--- config.mk ---
export PLATFORM = sky130hd
export DESIGN_NAME = jtag_uart_responder_flat
export DESIGN_NICKNAME = d
export VERILOG_FILES = /design/src/rtl/jtag_uart_responder_pkg.sv /design/src/rtl/jtag_uart_responder_if.sv /design/src/rtl/jtag_uart_responder_fifo.sv /design/src/rtl/jtag_uart_responder.sv /design/src/flat_wrapper.sv
export SDC_FILE = /design/constraint.sdc
export NUM_CORES = 1
export LEC_CHECK = 0
export ABC_AREA = 1
export ABC_CLOCK_PERIOD_IN_PS = 2480
export CAP_MARGIN = 15
export CELL_PAD_IN_SITES_DETAIL_PLACEMENT = 1
export CELL_PAD_IN_SITES_GLOBAL_PLACEMENT = 2
export CORE_MARGIN = 3
export CORE_UTILIZATION = 30
export CTS_BUF_LIST = sky130_fd_sc_hd__clkbuf_4 sky130_fd_sc_hd__clkbuf_8
export CTS_CLUSTER_DIAMETER = 40
export DETAILED_ROUTE_END_ITERATION = 10
export PLACE_DENSITY_LB_ADDON = 0.1
export SYNTH_ARGS = -nofsm -noshare
export SYNTH_HDL_FRONTEND = slang
export SYNTH_SLANG_ARGS = --single-unit
--- constraint.sdc ---
create_clock -name clock -period 2.48 [get_ports clock]
set_input_delay 0.496 -clock clock [delete_from_list [all_inputs] [get_ports clock]]
set_output_delay 0.496 -clock clock [all_outputs]
set_load 0.1 [all_outputs]
--- src/rtl/jtag_uart_responder_pkg.sv ---
// Shared definitions for the JTAG UART responder: register map selectors,
// CONTROL/DATA bit positions, the read FSM state type and word packers.
package jtag_uart_pkg;

  // address[2] selects the register; address[1:0] is don't-care
  localparam logic ADDR_DATA = 1'b0;
  localparam logic ADDR_CTRL = 1'b1;

  // Bit positions inside the DATA and CONTROL words
  localparam int BIT_RE     = 0;
  localparam int BIT_WE     = 1;
  localparam int BIT_RI     = 8;
  localparam int BIT_WI     = 9;
  localparam int BIT_OVF    = 10;
  localparam int BIT_RVALID = 15;
  localparam int OFS_RAVAIL = 16;
  localparam int OFS_WSPACE = 16;

  typedef enum logic {
    ST_IDLE = 1'b0,
    ST_RESP = 1'b1
  } rd_state_e;

  // DATA read word for a non-empty RX FIFO
  function automatic logic [31:0] data_word(input logic [15:0] ravail,
                                            input logic [7:0]  rx_byte);
    logic [31:0] w;
    w                      = '0;
    w[OFS_RAVAIL +: 16]    = ravail;
    w[BIT_RVALID]          = 1'b1;
    w[7:0]                 = rx_byte;
    return w;
  endfunction

  // CONTROL read word
  function automatic logic [31:0] ctrl_word(input logic [15:0] wspace,
                                            input logic ovf, input logic wi,
                                            input logic ri,  input logic we,
                                            input logic re);
    logic [31:0] w;
    w                   = '0;
    w[OFS_WSPACE +: 16] = wspace;
    w[BIT_OVF]          = ovf;
    w[BIT_WI]           = wi;
    w[BIT_RI]           = ri;
    w[BIT_WE]           = we;
    w[BIT_RE]           = re;
    return w;
  endfunction

endpackage

--- src/rtl/jtag_uart_responder_if.sv ---
// Avalon-MM link between a JTAG UART master and this responder.
interface jtag_uart_responder_if;
  logic [2:0]  address;
  logic [31:0] writedata;
  logic        write;
  logic        read;
  logic        waitrequest;
  logic [31:0] readdata;

  modport master (
    output address, writedata, write, read,
    input  waitrequest, readdata
  );

  modport slave (
    input  address, writedata, write, read,
    output waitrequest, readdata
  );
endinterface

--- src/rtl/jtag_uart_responder_fifo.sv ---
// 8-bit show-ahead FIFO with occupancy count. The head is read
// asynchronously so the stream side can see it without a bubble; at the
// default depth the array maps to distributed RAM.
module jtag_uart_fifo #(
  parameter int LOG_DEPTH = 6
) (
  input  logic                 clock,
  input  logic                 reset,
  input  logic                 push,
  input  logic [7:0]           push_data,
  input  logic                 pop,
  output logic [7:0]           head,
  output logic [LOG_DEPTH:0]   count,
  output logic                 full,
  output logic                 empty
);

  localparam int                 DEPTH      = 1 << LOG_DEPTH;
  localparam logic [LOG_DEPTH:0] FULL_COUNT = (LOG_DEPTH + 1)'(DEPTH);

  logic [7:0]           mem [DEPTH];
  logic [LOG_DEPTH-1:0] wr_ptr_reg;
  logic [LOG_DEPTH-1:0] rd_ptr_reg;
  logic [LOG_DEPTH:0]   count_reg;
  logic                 do_push;
  logic                 do_pop;

  // Full/empty are judged on the pre-edge state, so push+pop on a full or
  // empty FIFO only performs the legal half.
  assign full    = (count_reg == FULL_COUNT);
  assign empty   = (count_reg == '0);
  assign do_push = push && !full;
  assign do_pop  = pop && !empty;
  assign head    = mem[rd_ptr_reg];
  assign count   = count_reg;

  // Storage write; contents need no reset since count gates visibility
  always_ff @(posedge clock) begin
    if (do_push) begin
      mem[wr_ptr_reg] <= push_data;
    end
  end

  // Pointers wrap naturally modulo the depth; count tracks occupancy
  always_ff @(posedge clock) begin
    if (reset) begin
      wr_ptr_reg <= '0;
      rd_ptr_reg <= '0;
      count_reg  <= '0;
    end else begin
      if (do_push) wr_ptr_reg <= wr_ptr_reg + 1'b1;
      if (do_pop)  rd_ptr_reg <= rd_ptr_reg + 1'b1;
      case ({do_push, do_pop})
        2'b10:   count_reg <= count_reg + 1'b1;
        2'b01:   count_reg <= count_reg - 1'b1;
        default: count_reg <= count_reg;
      endcase
    end
  end

endmodule

--- src/rtl/jtag_uart_responder.sv ---
// JTAG UART register-file responder: Avalon-MM slave with a TX FIFO drained
// by the host stream (out_*) and an RX FIFO filled by the host (in_*).
// Reads take one wait cycle; writes complete with no wait.
// Optional build macro JTAG_UART_WAIT_INJECT_EN adds LFSR-driven random
// wait states in IDLE for stress-testing masters.
module jtag_uart_responder
  import jtag_uart_pkg::*;
#(
  parameter int FIFO_LOG_DEPTH = 6
) (
  input  logic                        clock,
  input  logic                        reset,
  jtag_uart_responder_if.slave        av,
  output logic                        irq,
  output logic                        in_canPut,
  input  logic [7:0]                  in_putData,
  input  logic                        in_put,
  output logic                        out_canGet,
  output logic [7:0]                  out_getData,
  input  logic                        out_get
);

  localparam logic [FIFO_LOG_DEPTH:0] DEPTH_C = (FIFO_LOG_DEPTH + 1)'(1 << FIFO_LOG_DEPTH);

  rd_state_e             state_reg, state_next;
  logic                  re_reg, we_reg, ovf_reg;
  logic [31:0]           readdata_reg;
  logic                  wait_cmb, read_start, write_go;
  logic                  wait_inject;
  logic                  is_ctrl;
  logic                  tx_overflow;
  logic                  ri, wi;
  logic [31:0]           data_now, ctrl_now;

  logic [7:0]            rx_head;
  logic [FIFO_LOG_DEPTH:0] rx_count, tx_count;
  logic                  rx_full, rx_empty, tx_full, tx_empty;

  logic                  unused_bits;
  assign unused_bits = ^{av.address[1:0], av.writedata[31:11], av.writedata[9:8]};

`ifdef JTAG_UART_WAIT_INJECT_EN
  logic [7:0] lfsr_reg;

  // x^8+x^6+x^5+x^4+1 Fibonacci LFSR, free-running outside reset
  always_ff @(posedge clock) begin
    if (reset) begin
      lfsr_reg <= 8'h01;
    end else begin
      lfsr_reg <= {lfsr_reg[6:0], lfsr_reg[7] ^ lfsr_reg[5] ^ lfsr_reg[4] ^ lfsr_reg[3]};
    end
  end

  assign wait_inject = lfsr_reg[0];
`else
  assign wait_inject = 1'b0;
`endif

  assign is_ctrl = (av.address[2] == ADDR_CTRL);

  jtag_uart_fifo #(.LOG_DEPTH(FIFO_LOG_DEPTH)) u_rx_fifo (
    .clock     (clock),
    .reset     (reset),
    .push      (in_put),
    .push_data (in_putData),
    .pop       (read_start && !is_ctrl),
    .head      (rx_head),
    .count     (rx_count),
    .full      (rx_full),
    .empty     (rx_empty)
  );

  jtag_uart_fifo #(.LOG_DEPTH(FIFO_LOG_DEPTH)) u_tx_fifo (
    .clock     (clock),
    .reset     (reset),
    .push      (write_go && !is_ctrl),
    .push_data (av.writedata[7:0]),
    .pop       (out_get),
    .head      (out_getData),
    .count     (tx_count),
    .full      (tx_full),
    .empty     (tx_empty)
  );

  // Read FSM state register
  always_ff @(posedge clock) begin
    if (reset) begin
      state_reg <= ST_IDLE;
    end else begin
      state_reg <= state_next;
    end
  end

  // Request arbitration: a write wins over a simultaneous read; a read
  // stalls one cycle in IDLE, then RESP returns data regardless of read.
  always_comb begin
    state_next = state_reg;
    wait_cmb   = 1'b0;
    read_start = 1'b0;
    write_go   = 1'b0;
    if (reset) begin
      wait_cmb   = 1'b1;
      state_next = ST_IDLE;
    end else begin
      case (state_reg)
        ST_IDLE: begin
          if (wait_inject && (av.read || av.write)) begin
            wait_cmb = 1'b1;
          end else if (av.write) begin
            write_go = 1'b1;
          end else if (av.read) begin
            wait_cmb   = 1'b1;
            read_start = 1'b1;
            state_next = ST_RESP;
          end
        end
        ST_RESP: begin
          state_next = ST_IDLE;
          write_go   = av.write;
        end
        default: state_next = ST_IDLE;
      endcase
    end
  end

  assign ri          = re_reg && !rx_empty;
  assign wi          = we_reg && !tx_full;
  assign tx_overflow = write_go && !is_ctrl && tx_full;
  assign data_now    = rx_empty ? 32'h0 : data_word(16'(rx_count - 1'b1), rx_head);
  assign ctrl_now    = ctrl_word(16'(DEPTH_C - tx_count), ovf_reg, wi, ri, we_reg, re_reg);

  // Interrupt enables and sticky overflow; a new overflow beats a clear
  always_ff @(posedge clock) begin
    if (reset) begin
      re_reg  <= 1'b0;
      we_reg  <= 1'b0;
      ovf_reg <= 1'b0;
    end else begin
      if (write_go && is_ctrl) begin
        re_reg <= av.writedata[BIT_RE];
        we_reg <= av.writedata[BIT_WE];
      end
      if (tx_overflow) begin
        ovf_reg <= 1'b1;
      end else if (write_go && is_ctrl && av.writedata[BIT_OVF]) begin
        ovf_reg <= 1'b0;
      end
    end
  end

  // Read snapshot taken from pre-edge state when the read is accepted
  always_ff @(posedge clock) begin
    if (reset) begin
      readdata_reg <= 32'h0;
    end else if (read_start) begin
      readdata_reg <= is_ctrl ? ctrl_now : data_now;
    end
  end

  assign av.waitrequest = wait_cmb;
  assign av.readdata    = readdata_reg;
  assign irq            = !reset && (ri || wi);
  assign in_canPut      = !reset && !rx_full;
  assign out_canGet     = !tx_empty;

endmodule

--- src/flat_wrapper.sv ---
// flat-port wrapper written by rule: the top's interface ports become plain ports
module jtag_uart_responder_flat import jtag_uart_pkg::*;
#(
  parameter int FIFO_LOG_DEPTH = 6
)
  (clock, reset, irq, in_canPut, in_putData, in_put, out_canGet, out_getData, out_get, av_address, av_writedata, av_write, av_read, av_waitrequest, av_readdata);
  jtag_uart_responder_if av_i ();
  input  logic clock;
  input  logic reset;
  output logic irq;
  output logic in_canPut;
  input  logic [7:0] in_putData;
  input  logic in_put;
  output logic out_canGet;
  output logic [7:0] out_getData;
  input  logic out_get;
  input wire logic [$bits(av_i.address)-1:0] av_address;
  input wire logic [$bits(av_i.writedata)-1:0] av_writedata;
  input wire logic [$bits(av_i.write)-1:0] av_write;
  input wire logic [$bits(av_i.read)-1:0] av_read;
  output wire logic [$bits(av_i.waitrequest)-1:0] av_waitrequest;
  output wire logic [$bits(av_i.readdata)-1:0] av_readdata;
  assign av_i.address = av_address;
  assign av_i.writedata = av_writedata;
  assign av_i.write = av_write;
  assign av_i.read = av_read;
  assign av_waitrequest = av_i.waitrequest;
  assign av_readdata = av_i.readdata;
  jtag_uart_responder #(.FIFO_LOG_DEPTH(FIFO_LOG_DEPTH)) u_core (.clock(clock), .reset(reset), .av(av_i), .irq(irq), .in_canPut(in_canPut), .in_putData(in_putData), .in_put(in_put), .out_canGet(out_canGet), .out_getData(out_getData), .out_get(out_get));
endmodule
==> impl_metrics.env <==
export IMPL_place_area_um2=51300
export IMPL_nets=4428
export IMPL_place_inst=6005
export IMPL_initial_utilization=0.304
export IMPL_vias_per_cell=4.92
export IMPL_rsz0062_at_grt="true"
export IMPL_cp_end_kind="output port"
export IMPL_reg2reg_depth=20
export IMPL_drtAntennaViolNets=0
export IMPL_status="complete, but fails checks"
export IMPL_wl_um=153000
export IMPL_powerDensity_nw_per_um2=893
export IMPL_synth_cell_area_um2=44600
export IMPL_start_kind="flip-flop"
export IMPL_grt_overflow=0
export IMPL_cts_path_max_buffers=3
export IMPL_place_congestion=0.775
export IMPL_synth_top_cell_area_share=0.689
export IMPL_fin_worst_skew_ns=0.0435
export IMPL_io_pins=93
export IMPL_grt_pass1_wl_um=225000
export IMPL_power_mw=51.4
export IMPL_vias=31800
export IMPL_hold_class="primary input to flip-flop"
export IMPL_fmaxAchievable_ghz=0.281
export IMPL_report_final_hold_viol_count=0
export IMPL_leakage_nw=20.7
export IMPL_rows=140
export IMPL_tns_ns=-9.26
export IMPL_ctsRootBufferMaster="clkbuf_8"
export IMPL_dieArea_um2=153000
export IMPL_syn_to_final_growth_pct=28.9
export IMPL_relSlewSlack=0.527
export IMPL_drt_iter0_markers=1977
export IMPL_peakVddDrop_mv=0.544
export IMPL_cp_data_arrival_time_ns=3.06
export IMPL_cap_violations=0
export IMPL_cts_made_buffers=220
export IMPL_ys_types=40
export IMPL_r2r_start="u_core.u_tx_fifo.count[1]$_SDFFE_PP0P_"
export IMPL_stdcell_area_um2=57500
export IMPL_reg2reg_to="u_core.u_tx_fifo.count[5]$_SDFFE_PP0P_"
export IMPL_layout_common_cells="1,024 x edfxtp_1, 594 x nor2_1, 570 x nand2_1"
export IMPL_dr_pass1_iters=7
export IMPL_grt_start_max_net_pins=83
export IMPL_wl_per_cell_um=23.7
export IMPL_violations="negative setup slack"
export IMPL_cp_data_required_time_ns=1.98
export IMPL_final_cells=6465
export IMPL_antenna_found_initial=3
export IMPL_synth_area_leaders="edfxtp_1 69%, nand2_1 5.1%, nor2_1 5.1%"
export IMPL_finalCritPeriodShare=1.44
export IMPL_worst_slew_pin_slew_ns=0.706
export IMPL_period_needed_ns=3.56
export IMPL_drc=0
export IMPL_final_common_cell="edfxtp_1"
export IMPL_setup_viol=14
export IMPL_die_w_um=392
export IMPL_die_h_um=392
export IMPL_clk_pin_slew_worst_paths_ns=0.06
export IMPL_place_hpwl_um=96300
export IMPL_criticalPathCategory="flip-flop to output port"
export IMPL_cp_max_fo=12
export IMPL_netlist_instances=3781
export IMPL_core_area_um2=147000
export IMPL_netlist_top_cell_by_area="edfxtp_1"
export IMPL_cts_sinks=1098
export IMPL_fillCellCount=15600
export IMPL_cts_max_level=4
export IMPL_timing_final_ws_setup_ns=-1.08
export IMPL_endpoint="out_getData[6]"
export IMPL_yosys_warnings=0
export IMPL_first_global_vias=33200
export IMPL_clk_latency_ns=0.92
export IMPL_drive_gt1_frac=0.246
export IMPL_io_buffers=63
export IMPL_drv_slew=0
export IMPL_regToRegSetupSlack_ns=-0.08
export IMPL_ys_ff_latch=1098
export IMPL_grt_use_total=0.199
export IMPL_cts_tree="built"
export IMPL_syn_area_per_cell_um2=11.8
export IMPL_yosysSeqAreaShare=0.722
-- repair_timing --
item | CTS | global route
hold buffers | 8 | 0
setup endpoints to repair | 17 | 111
setup buffers | 27 | 7
endpoints found under the hold margin | 106 | 0
gates resized for setup | 171 | 83
pin swaps | 90 | 40
cloned | 14 | 5
-- power by group --
| group | total [mW] | leakage (nW) | internal (mW) | switching, mW |
|---|---|---|---|---|
| Combinational | 11.7 | 8.53 | 4.78 | 6.95 |
| Clock | 19.1 | 2.34 | 10.9 | 8.24 |
| Sequential | 20.5 | 9.81 | 20.4 | 0.112 |
-- cells in the mapped netlist --
| cell | number |
|---|---|
| o22ai_1 | 121 |
| a2111oi_0 | 1 |
| o21ai_1 | 43 |
| a32oi_1 | 1 |
| o211ai_1 | 27 |
| buf_1 | 12 |
| nand2_1 | 606 |
| o221ai_1 | 7 |
| a22oi_1 | 2 |
| buf_6 | 13 |
| nor3_1 | 13 |
| o21bai_1 | 1 |
| nor2_4 | 2 |
| nor2_1 | 602 |
| and3_1 | 2 |
| inv_1 | 77 |
| o31ai_1 | 59 |
| xnor2_1 | 8 |
| a21oi_1 | 182 |
| ha_1 | 11 |
| nor3b_1 | 3 |
| o21ai_0 | 400 |
| inv_2 | 8 |
| buf_4 | 19 |
| clkbuf_1 | 131 |
| nand2_2 | 3 |
| clkinv_1 | 1 |
| dfxtp_1 | 74 |
| o32ai_1 | 1 |
| edfxtp_1 | 1024 |
| xor2_1 | 11 |
| nand4_1 | 14 |
| buf_2 | 69 |
| o311ai_0 | 1 |
| nor3_2 | 1 |
| nand3_1 | 224 |
| or2_2 | 2 |
| a22o_1 | 2 |
| conb_1 | 1 |
| nor2_2 | 2 |
-- final cells by class --
cell class / instances / area, um^2 / share of cell area
multi-input cells: 2356 / 11700 / 0.203
flip-flops and latches: 1098 / 32300 / 0.561
well taps: 1917 / 2400 / 0.0417
repair buffers: 604 / 6260 / 0.109
clock buffers: 281 / 3520 / 0.0611
inverters: 86 / 375 / 0.00652
repair inverters: 2 / 17.5 / 0.000304
diodes: 1 / 2.50 / 0.0000435
clock inverters: 120 / 1020 / 0.0177
-- metrics by stage --
step,setup slack (ns),hold WS (ns),util
CTS,-1.16,0.00427,0.389
floorplan,-0.221,0.412,-
detailed placement,-0.502,0.444,0.350
global route,-1.24,0.0121,0.392
finish,-1.08,0.0885,0.392
global placement,-0.508,0.444,0.350
-- metal layers --
| layer | track usage | wire [um] | part of all wire |
|---|---|---|---|
| met1 | 0.279 | 72500 | 0.47 |
| met2 | 0.318 | 71500 | 0.47 |
| met3 | 0.0405 | 6830 | 0.045 |
| met4 | 0.0462 | 2590 | 0.017 |
| met5 | 0 | 0 | 0 |
-- critical path, stage by stage, from the launching register on --
cell and delay [ns]:
dfxtp_4 0.35, buf_12 0.17, inv_16 0.10, buf_4 0.17
o21ai_2 0.12, o22ai_2 0.09, o211ai_1 0.58, nand3_1 0.18
nand3_2 0.14, nand2_2 0.07, buf_12 0.16
-- worst min path at each step --
stage	slack, ns	end	cells after the start	startpoint
finish	0.09	u_core.u_rx_fifo.mem[1][1]$_DFFE_PP_	2	in_putData[1]
global route	0.01	u_core.u_rx_fifo.mem[1][1]$_DFFE_PP_	2	in_putData[1]
CTS	0.004	u_core.u_rx_fifo.mem[11][7]$_DFFE_PP_	2	in_putData[7]
detailed placement	0.44	u_core.av.readdata[6]$_SDFFE_PP0N_	2	u_core.av.readdata[6]$_SDFFE_PP0N_
global placement	0.44	u_core.av.readdata[6]$_SDFFE_PP0N_	2	u_core.av.readdata[6]$_SDFFE_PP0N_
floorplan	0.41	flip-flop	1	u_core.u_tx_fifo.rd_ptr_reg[5]$_SDFFE_PP0N_
-- cell families (layout without fill, tap and decap cells) --
family / Yosys count / after routing / synth area share
AND/OR/NAND/NOR: 1474 / 1474 / 0.133
other: 1 / 5 / 0.0000840
XOR/XNOR: 19 / 19 / 0.00373
adder cells (fa/ha/maj): 11 / 11 / 0.00308
flip-flops: 1098 / 1098 / 0.722
buffers and inverters: 330 / 1093 / 0.0335
AO/OA/AOI/OAI: 848 / 848 / 0.105
No activity file was read; power rests on OpenSTA's default activity.
